File: src/rtl/seg7_scan_capture_if.sv
// Bus between a multiplexed seven-segment display and the scan capture monitor.
// The display side (master) drives anode/segment; the monitor (slave) returns the decoded frame.
interface seg7_scan_capture_if;
  logic [3:0]  an;
  logic [6:0]  segment;
  logic [15:0] value;
  logic        frame_valid;
  logic        bad_pattern;
  logic        stale;

  modport master (
    output an, segment,
    input  value, frame_valid, bad_pattern, stale
  );

  modport slave (
    input  an, segment,
    output value, frame_valid, bad_pattern, stale
  );
endinterface

File: src/rtl/seg7_scan_capture.sv
// Display monitor: synchronizes the active-low anode/segment buses, waits for each digit
// to settle, decodes its glyph and assembles a 16-bit value once all four digits are seen.
module seg7_scan_capture #(
  parameter int SETTLE_CYCLES  = 16,
  parameter int TIMEOUT_CYCLES = 200000
) (
  input logic                clk,
  input logic                rst_n,
  seg7_scan_capture_if.slave bus
);
  localparam int CW = $clog2(SETTLE_CYCLES + 1);
  localparam int TW = $clog2(TIMEOUT_CYCLES);
  localparam logic [CW-1:0] SETTLE_MAX = CW'(SETTLE_CYCLES);
  localparam logic [TW-1:0] TMO_LAST   = TW'(TIMEOUT_CYCLES - 1);

  typedef enum logic [1:0] {IDLE = 2'd0, SETTLE = 2'd1, HOLD = 2'd2} state_t;

  // Returns {legal, nibble}; blank and every non-hex pattern are illegal.
  function automatic logic [4:0] decode_glyph(input logic [6:0] seg);
    case (seg)
      7'b1000000: decode_glyph = 5'h10;
      7'b1111001: decode_glyph = 5'h11;
      7'b0100100: decode_glyph = 5'h12;
      7'b0110000: decode_glyph = 5'h13;
      7'b0011001: decode_glyph = 5'h14;
      7'b0010010: decode_glyph = 5'h15;
      7'b0000010: decode_glyph = 5'h16;
      7'b1111000: decode_glyph = 5'h17;
      7'b0000000: decode_glyph = 5'h18;
      7'b0010000: decode_glyph = 5'h19;
      7'b0001000: decode_glyph = 5'h1A;
      7'b0000011: decode_glyph = 5'h1B;
      7'b1000110: decode_glyph = 5'h1C;
      7'b0100001: decode_glyph = 5'h1D;
      7'b0000110: decode_glyph = 5'h1E;
      7'b0001110: decode_glyph = 5'h1F;
      default:    decode_glyph = 5'h00;
    endcase
  endfunction

  function automatic logic legal_anode(input logic [3:0] a);
    case (a)
      4'b1110, 4'b1101, 4'b1011, 4'b0111: legal_anode = 1'b1;
      default:                            legal_anode = 1'b0;
    endcase
  endfunction

  function automatic logic [1:0] anode_index(input logic [3:0] a);
    case (a)
      4'b1110: anode_index = 2'd0;
      4'b1101: anode_index = 2'd1;
      4'b1011: anode_index = 2'd2;
      4'b0111: anode_index = 2'd3;
      default: anode_index = 2'd0;
    endcase
  endfunction

  logic [3:0]    an_meta_r, an_sync_r, rec_an_r;
  logic [6:0]    seg_meta_r, seg_sync_r, rec_seg_r;
  state_t        state_r, state_next_s;
  logic [CW-1:0] cnt_r, cnt_next_s, cnt_inc_s;
  logic          load_s, sample_s, changed_s, legal_an_s;
  logic [TW-1:0] tmo_r;
  logic [3:0]    seen_r, seen_next_s;
  logic [15:0]   staging_r, value_r;
  logic          frame_valid_r, bad_pattern_r, stale_r;
  logic [4:0]    glyph_s;
  logic [1:0]    digit_s;
  logic          good_s, complete_s, timeout_s;

  assign legal_an_s = legal_anode(an_sync_r);
  assign changed_s  = (an_sync_r != rec_an_r) || (seg_sync_r != rec_seg_r);
  assign cnt_inc_s  = (cnt_r == SETTLE_MAX) ? cnt_r : cnt_r + CW'(1'b1);
  assign glyph_s    = decode_glyph(rec_seg_r);
  assign digit_s    = anode_index(rec_an_r);
  assign good_s     = sample_s & glyph_s[4];
  assign complete_s = (seen_r == 4'hF);
  assign timeout_s  = !good_s && (tmo_r == TMO_LAST);

  assign bus.value       = value_r;
  assign bus.frame_valid = frame_valid_r;
  assign bus.bad_pattern = bad_pattern_r;
  assign bus.stale       = stale_r;

  // Two-flop synchronizers; idle value is "all digits off, all segments dark".
  always_ff @(posedge clk) begin
    if (!rst_n) begin
      an_meta_r  <= 4'hF;
      an_sync_r  <= 4'hF;
      seg_meta_r <= 7'h7F;
      seg_sync_r <= 7'h7F;
    end else begin
      an_meta_r  <= bus.an;
      an_sync_r  <= an_meta_r;
      seg_meta_r <= bus.segment;
      seg_sync_r <= seg_meta_r;
    end
  end

  // FSM state, settle counter and the recorded anode/segment pair.
  always_ff @(posedge clk) begin
    if (!rst_n) begin
      state_r   <= IDLE;
      cnt_r     <= '0;
      rec_an_r  <= 4'hF;
      rec_seg_r <= 7'h7F;
    end else begin
      state_r <= state_next_s;
      cnt_r   <= cnt_next_s;
      if (load_s) begin
        rec_an_r  <= an_sync_r;
        rec_seg_r <= seg_sync_r;
      end
    end
  end

  // Next state: HOLD blocks a second sample until the bus moves on.
  always_comb begin
    state_next_s = state_r;
    cnt_next_s   = cnt_r;
    load_s       = 1'b0;
    sample_s     = 1'b0;
    case (state_r)
      IDLE, HOLD: begin
        if ((state_r == IDLE || changed_s) && legal_an_s) begin
          state_next_s = SETTLE;
          cnt_next_s   = CW'(1'b1);
          load_s       = 1'b1;
        end else if (changed_s) begin
          state_next_s = IDLE;
          cnt_next_s   = '0;
        end else begin
          state_next_s = state_r;
        end
      end
      SETTLE: begin
        if (changed_s && legal_an_s) begin
          cnt_next_s = CW'(1'b1);
          load_s     = 1'b1;
        end else if (changed_s) begin
          state_next_s = IDLE;
          cnt_next_s   = '0;
        end else if (cnt_inc_s >= SETTLE_MAX) begin
          cnt_next_s   = cnt_inc_s;
          sample_s     = 1'b1;
          state_next_s = HOLD;
        end else begin
          cnt_next_s = cnt_inc_s;
        end
      end
      default: begin
        state_next_s = IDLE;
        cnt_next_s   = '0;
      end
    endcase
  end

  // Seen mask: completion and timeout restart the frame, a good sample marks its digit.
  always_comb begin
    seen_next_s = seen_r;
    if (complete_s || timeout_s) begin
      seen_next_s = 4'h0;
    end else begin
      seen_next_s = seen_r;
    end
    if (good_s) begin
      seen_next_s = seen_next_s | (4'b0001 << digit_s);
    end else begin
      seen_next_s = seen_next_s;
    end
  end

  // Staging, frame output, timeout counter and status pulses.
  always_ff @(posedge clk) begin
    if (!rst_n) begin
      seen_r        <= 4'h0;
      staging_r     <= 16'h0000;
      value_r       <= 16'h0000;
      frame_valid_r <= 1'b0;
      bad_pattern_r <= 1'b0;
      stale_r       <= 1'b0;
      tmo_r         <= '0;
    end else begin
      seen_r        <= seen_next_s;
      frame_valid_r <= complete_s;
      bad_pattern_r <= sample_s & ~glyph_s[4];
      if (good_s) begin
        staging_r[{digit_s, 2'b00} +: 4] <= glyph_s[3:0];
      end
      if (complete_s) begin
        value_r <= staging_r;
      end
      if (good_s || timeout_s) begin
        tmo_r <= '0;
      end else begin
        tmo_r <= tmo_r + TW'(1'b1);
      end
      if (complete_s) begin
        stale_r <= 1'b0;
      end else if (timeout_s) begin
        stale_r <= 1'b1;
      end
    end
  end
endmodule
File: src/flat_wrapper.sv
// flat-port wrapper written by rule: the top's interface ports become plain ports
module seg7_scan_capture_flat 
#(
  parameter int SETTLE_CYCLES  = 16,
  parameter int TIMEOUT_CYCLES = 200000
)
  (clk, rst_n, bus_an, bus_segment, bus_value, bus_frame_valid, bus_bad_pattern, bus_stale);
  seg7_scan_capture_if bus_i ();
  input logic clk;
  input logic rst_n;
  input wire logic [$bits(bus_i.an)-1:0] bus_an;
  input wire logic [$bits(bus_i.segment)-1:0] bus_segment;
  output wire logic [$bits(bus_i.value)-1:0] bus_value;
  output wire logic [$bits(bus_i.frame_valid)-1:0] bus_frame_valid;
  output wire logic [$bits(bus_i.bad_pattern)-1:0] bus_bad_pattern;
  output wire logic [$bits(bus_i.stale)-1:0] bus_stale;
  assign bus_i.an = bus_an;
  assign bus_i.segment = bus_segment;
  assign bus_value = bus_i.value;
  assign bus_frame_valid = bus_i.frame_valid;
  assign bus_bad_pattern = bus_i.bad_pattern;
  assign bus_stale = bus_i.stale;
  seg7_scan_capture #(.SETTLE_CYCLES(SETTLE_CYCLES), .TIMEOUT_CYCLES(TIMEOUT_CYCLES)) u_core (.clk(clk), .rst_n(rst_n), .bus(bus_i));
endmodule
File: config.mk
export PLATFORM = sky130hd
export DESIGN_NAME = seg7_scan_capture_flat
export DESIGN_NICKNAME = d
export VERILOG_FILES = /design/src/rtl/seg7_scan_capture_if.sv /design/src/rtl/seg7_scan_capture.sv /design/src/flat_wrapper.sv
export SDC_FILE = /design/constraint.sdc
export NUM_CORES = 1
export LEC_CHECK = 0
export BUFFER_PORTS_ARGS = -buffer_cell sky130_fd_sc_hd__buf_4
export CAP_MARGIN = 20
export CELL_PAD_IN_SITES_DETAIL_PLACEMENT = 1
export CELL_PAD_IN_SITES_GLOBAL_PLACEMENT = 2
export CORE_MARGIN = 2
export CORE_UTILIZATION = 40
export DETAILED_ROUTE_END_ITERATION = 10
export HOLD_SLACK_MARGIN = 0.1
export PLACE_DENSITY_LB_ADDON = 0.1
export SLEW_MARGIN = 20
export SYNTH_ARGS = -nofsm -noshare
export SYNTH_HDL_FRONTEND = slang
export SYNTH_SLANG_ARGS = --single-unit
File: constraint.sdc
create_clock -name clk -period 5.02 [get_ports clk]
set_input_delay 0 -clock clk [delete_from_list [all_inputs] [get_ports clk]]
set_output_delay 0 -clock clk [all_outputs]
set_load 0.005 [all_outputs]
==> results_dict.tcl <==
set metrics [dict create \
    globalRouteTotalUtil_pct 17.3 \
    vdd_drop_max_v 0.000189 \
    max_freq_mhz 366 \
    maxCapViolCount 0 \
    antenna-diode-count 0 \
    synthesis.area_per_instance_um2 9.14 \
    critical_path.max_fanout 15 \
    synthTopCellsByArea "sky130_fd_sc_hd__dfxtp_1 45%, sky130_fd_sc_hd__nand2_1 5.8%, sky130_fd_sc_hd__xor2_1 5.1%" \
    rr_endpoint "u_core.rec_seg_r[6]" \
    detail_route.first_pass.iterations 4 \
    worst_ep_required_time_ps 5250 \
    cts_repair_resize_count 0 \
    timing_worst_slew_pin_value_ps 926 \
    synthesis.instances 473 \
    crit_path_top_delay_cell "sky130_fd_sc_hd__o21ai_2" \
    totalPowerFinal_mw 1.37 \
    detailroute.via_count 3302 \
    area_occupied_by_multi_input_gates_um2 2220 \
    synth_top_area_share_pct 44.9 \
    hold_class "input port to register" \
    core_area_um2 10400 \
    number_of_distinct_library_cells_after_synthesis 59 \
    post_cts_buffers 0 \
    drv_slew 0 \
    reg2reg_depth 6 \
    critPathKind "register to register" \
    worstPathBufferInverterCount 0 \
    crit-reg2reg-launch "u_core.rec_seg_r[2]" \
    cts_inserted_buffers 9 \
    top_usage_layer "met2" \
    grt_met2_use_pct 28.8 \
    grt_util_met1_pct 22.7 \
    drt_iter0_markers 93 \
    routabilityCongestion 0.737 \
    postSynth.asyncResetShare_pct 0 \
    viasPerCell 5.12 \
    number_of_synthesized_flops_with_an_enable_pin 0 \
    instances_no_fill 645 \
    finalCoreUtilization_pct 47.1 \
    synth-seq-cells 97 \
    critPathTopFamily "compound AO/OA/AOI/OAI gates" \
    floorplan.die_area_um2 11700 \
    nFillCells 1217 \
    initial_core_util_pct 41.5 \
    pin_count 32 \
    die_w_um 108 \
    power.density_nw_per_um2 279 \
    synth_seq_area_share_pct 44.9 \
    whs_endpoint "u_core.an_meta_r[1]" \
    largest_net_degree_at_the_start_of_global_routing 60 \
    final.period_utilization_pct 54.4 \
    first_global_vias 3315 \
    synth-main-ff-cell "sky130_fd_sc_hd__dfxtp_1" \
    cts_buffer_depth 2 \
    antenna_found_initial 0 \
    root_buffer "sky130_fd_sc_hd__clkbuf_8" \
    fin_setup_tns_ps 0 \
    htree_levels 3 \
    dp.cells 617 \
    placed_cell_area_um2 4610 \
    mappedNetlistArea_um2 4320 \
    drc_errors 0 \
    crit_path_end_kind "register" \
    drive_gt1_share_pct 13.0 \
    result_of_the_run "finished, final reports clean" \
    mostFrequentLayoutCells "97 x sky130_fd_sc_hd__dfxtp_1, 67 x sky130_fd_sc_hd__nand2_1, 35 x sky130_fd_sc_hd__nand3_1" \
    post_drt_wl_per_cell_um 14.3 \
    setup_viol_count_final 0 \
    grt_overflow 0 \
    final-hold-violation-count 0 \
    dp_hpwl_um 6410 \
    final_critical_path_setup_slack_ps 2290 \
    grt_setup_unrepaired "false" \
    period_minus_slack_ps 2730 \
    r2r_slack_ps 2290 \
    relSlewSlack_pct 38.1 \
    cts_hold_buf 12 \
    clkSlewWorstSetupHoldPaths_ps 90 \
    nets 525 \
    synth_nets 494 \
    p_leak_nw 1.78 \
    cts_tree "yes" \
    synth.yosys.warnings 0 \
    crit_arrival_ps 2960 \
    worst_hold_startpoint "bus_an[1]" \
    startpoint_type "register" \
    finalInstanceArea_um2 4910 \
    placement.io_buffers 31 \
    synthDominantAreaCellType "sky130_fd_sc_hd__dfxtp_1" \
    grt_pass1_wl_um 16000 \
    area.growth.synth_to_final_pct 13.5 \
    crit_path_cell_trace "xor2_1 -> nor4_2 -> a41oi_1 -> o21ai_2 -> mux2i_1 -> nand2_1" \
    min_delay_path_depth 3 \
    final_antenna_net_count 0 \
    clk_latency_ps 360 \
    number_of_placement_rows 37 \
    use_met3_pct 3.25 \
    cp_slowest_stage_delay_ps 700 \
    y_dimension_of_the_die_um 108 \
    final.hold.worst_slack_ps 356 \
    fin_worst_skew_ps 6.23 \
    clkSinkCount 97 \
    wirelength_um 9210 \
    layout.area.seq_um2 1940 \
    commonest_non_fill_non_tap_cell_in_the_layout "sky130_fd_sc_hd__dfxtp_1" \
    detailedPlace.worstSlack_ps 2260 \
]
-- synthesized netlist by cell type (7+ instances only) --
| library cell | number |
|---|---|
| sky130_fd_sc_hd__mux2i_1 | 12 |
| sky130_fd_sc_hd__nand2b_1 | 28 |
| sky130_fd_sc_hd__nor2_1 | 30 |
| sky130_fd_sc_hd__o21ai_1 | 7 |
| sky130_fd_sc_hd__clkbuf_1 | 11 |
| sky130_fd_sc_hd__o21ai_0 | 8 |
| sky130_fd_sc_hd__xor2_1 | 25 |
| sky130_fd_sc_hd__inv_1 | 9 |
| sky130_fd_sc_hd__dfxtp_1 | 97 |
| sky130_fd_sc_hd__a21oi_1 | 26 |
| sky130_fd_sc_hd__nand2_1 | 67 |
| sky130_fd_sc_hd__nand3_1 | 35 |
| sky130_fd_sc_hd__ha_1 | 8 |
| sky130_fd_sc_hd__nor3_1 | 9 |
-- area by class of cell --
class                      count  share of cell area (%)
clock buffer                  11                    2.88
clock inverter                 5                   0.790
inverter                       9                   0.688
multi-input combinational    343                    45.3
sequential                    97                    39.6
tap                          136                    3.47
timing repair buffer          44                    7.34
-- per-layer routing --
| layer | routed length (um) | part of all wire, % |
|---|---|---|
| met5 | 0 | 0 |
| met4 | 102 | 1.1 |
| met3 | 212 | 2.3 |
| met2 | 4290 | 47 |
| met1 | 4600 | 50 |
-- cell families after synthesis --
group / synth area share [%]
muxes: 2.78
AOI/OAI and AO/OA: 12.4
DFF: 44.9
adders and majority gates: 2.31
buffers and inverters: 3.73
xor gates and xnor gates: 6.71
and+or+nand+nor: 27.1
-- worst max path at each step --
stage                              startpoint             endpoint  slack [ps]  depth (start not counted)
after floorplan           u_core.rec_seg_r[6]   u_core.rec_an_r[3]        3120                          7
after global placement    u_core.rec_seg_r[2]  u_core.rec_seg_r[2]        2360                          6
after detailed placement  u_core.rec_seg_r[2]  u_core.rec_seg_r[6]        2260                          6
after CTS                 u_core.rec_seg_r[2]  u_core.rec_seg_r[6]        2250                          6
after global routing      u_core.rec_seg_r[2]   u_core.rec_an_r[0]        2000                          6
final                     u_core.rec_seg_r[2]  u_core.rec_seg_r[6]        2290                          6
-- tightest hold or removal path, delay by kind of cell --
kind                   cells  cell delay [ps]
buffers and inverters      2              610
AND/OR/NAND/NOR            1               80
-- sequential cells by signal, indices dropped and copies added, names as in the netlist --
register and cells:
u_core.rec_seg_r 7, u_core.cnt_r 5, u_core.seen_r 4, u_core.staging_r 16
u_core.tmo_r 18, u_core.an_sync_r 4, u_core.rec_an_r 4, u_core.bus.stale 1
u_core.seg_sync_r 7, u_core.state_r 2, u_core.bus.value 16, u_core.an_meta_r 4
u_core.bus.frame_valid 1, u_core.bus.bad_pattern 1, u_core.seg_meta_r 7
-- where the power goes --
| part | switching (mW) | total, mW | internal (mW) | leakage (nW) |
|---|---|---|---|---|
| sequential | 0.0172 | 0.801 | 0.783 | 0.788 |
| combinational | 0.0530 | 0.0968 | 0.0437 | 0.904 |
| clock | 0.276 | 0.473 | 0.198 | 0.0903 |
(Power assumes the default switching activity.)
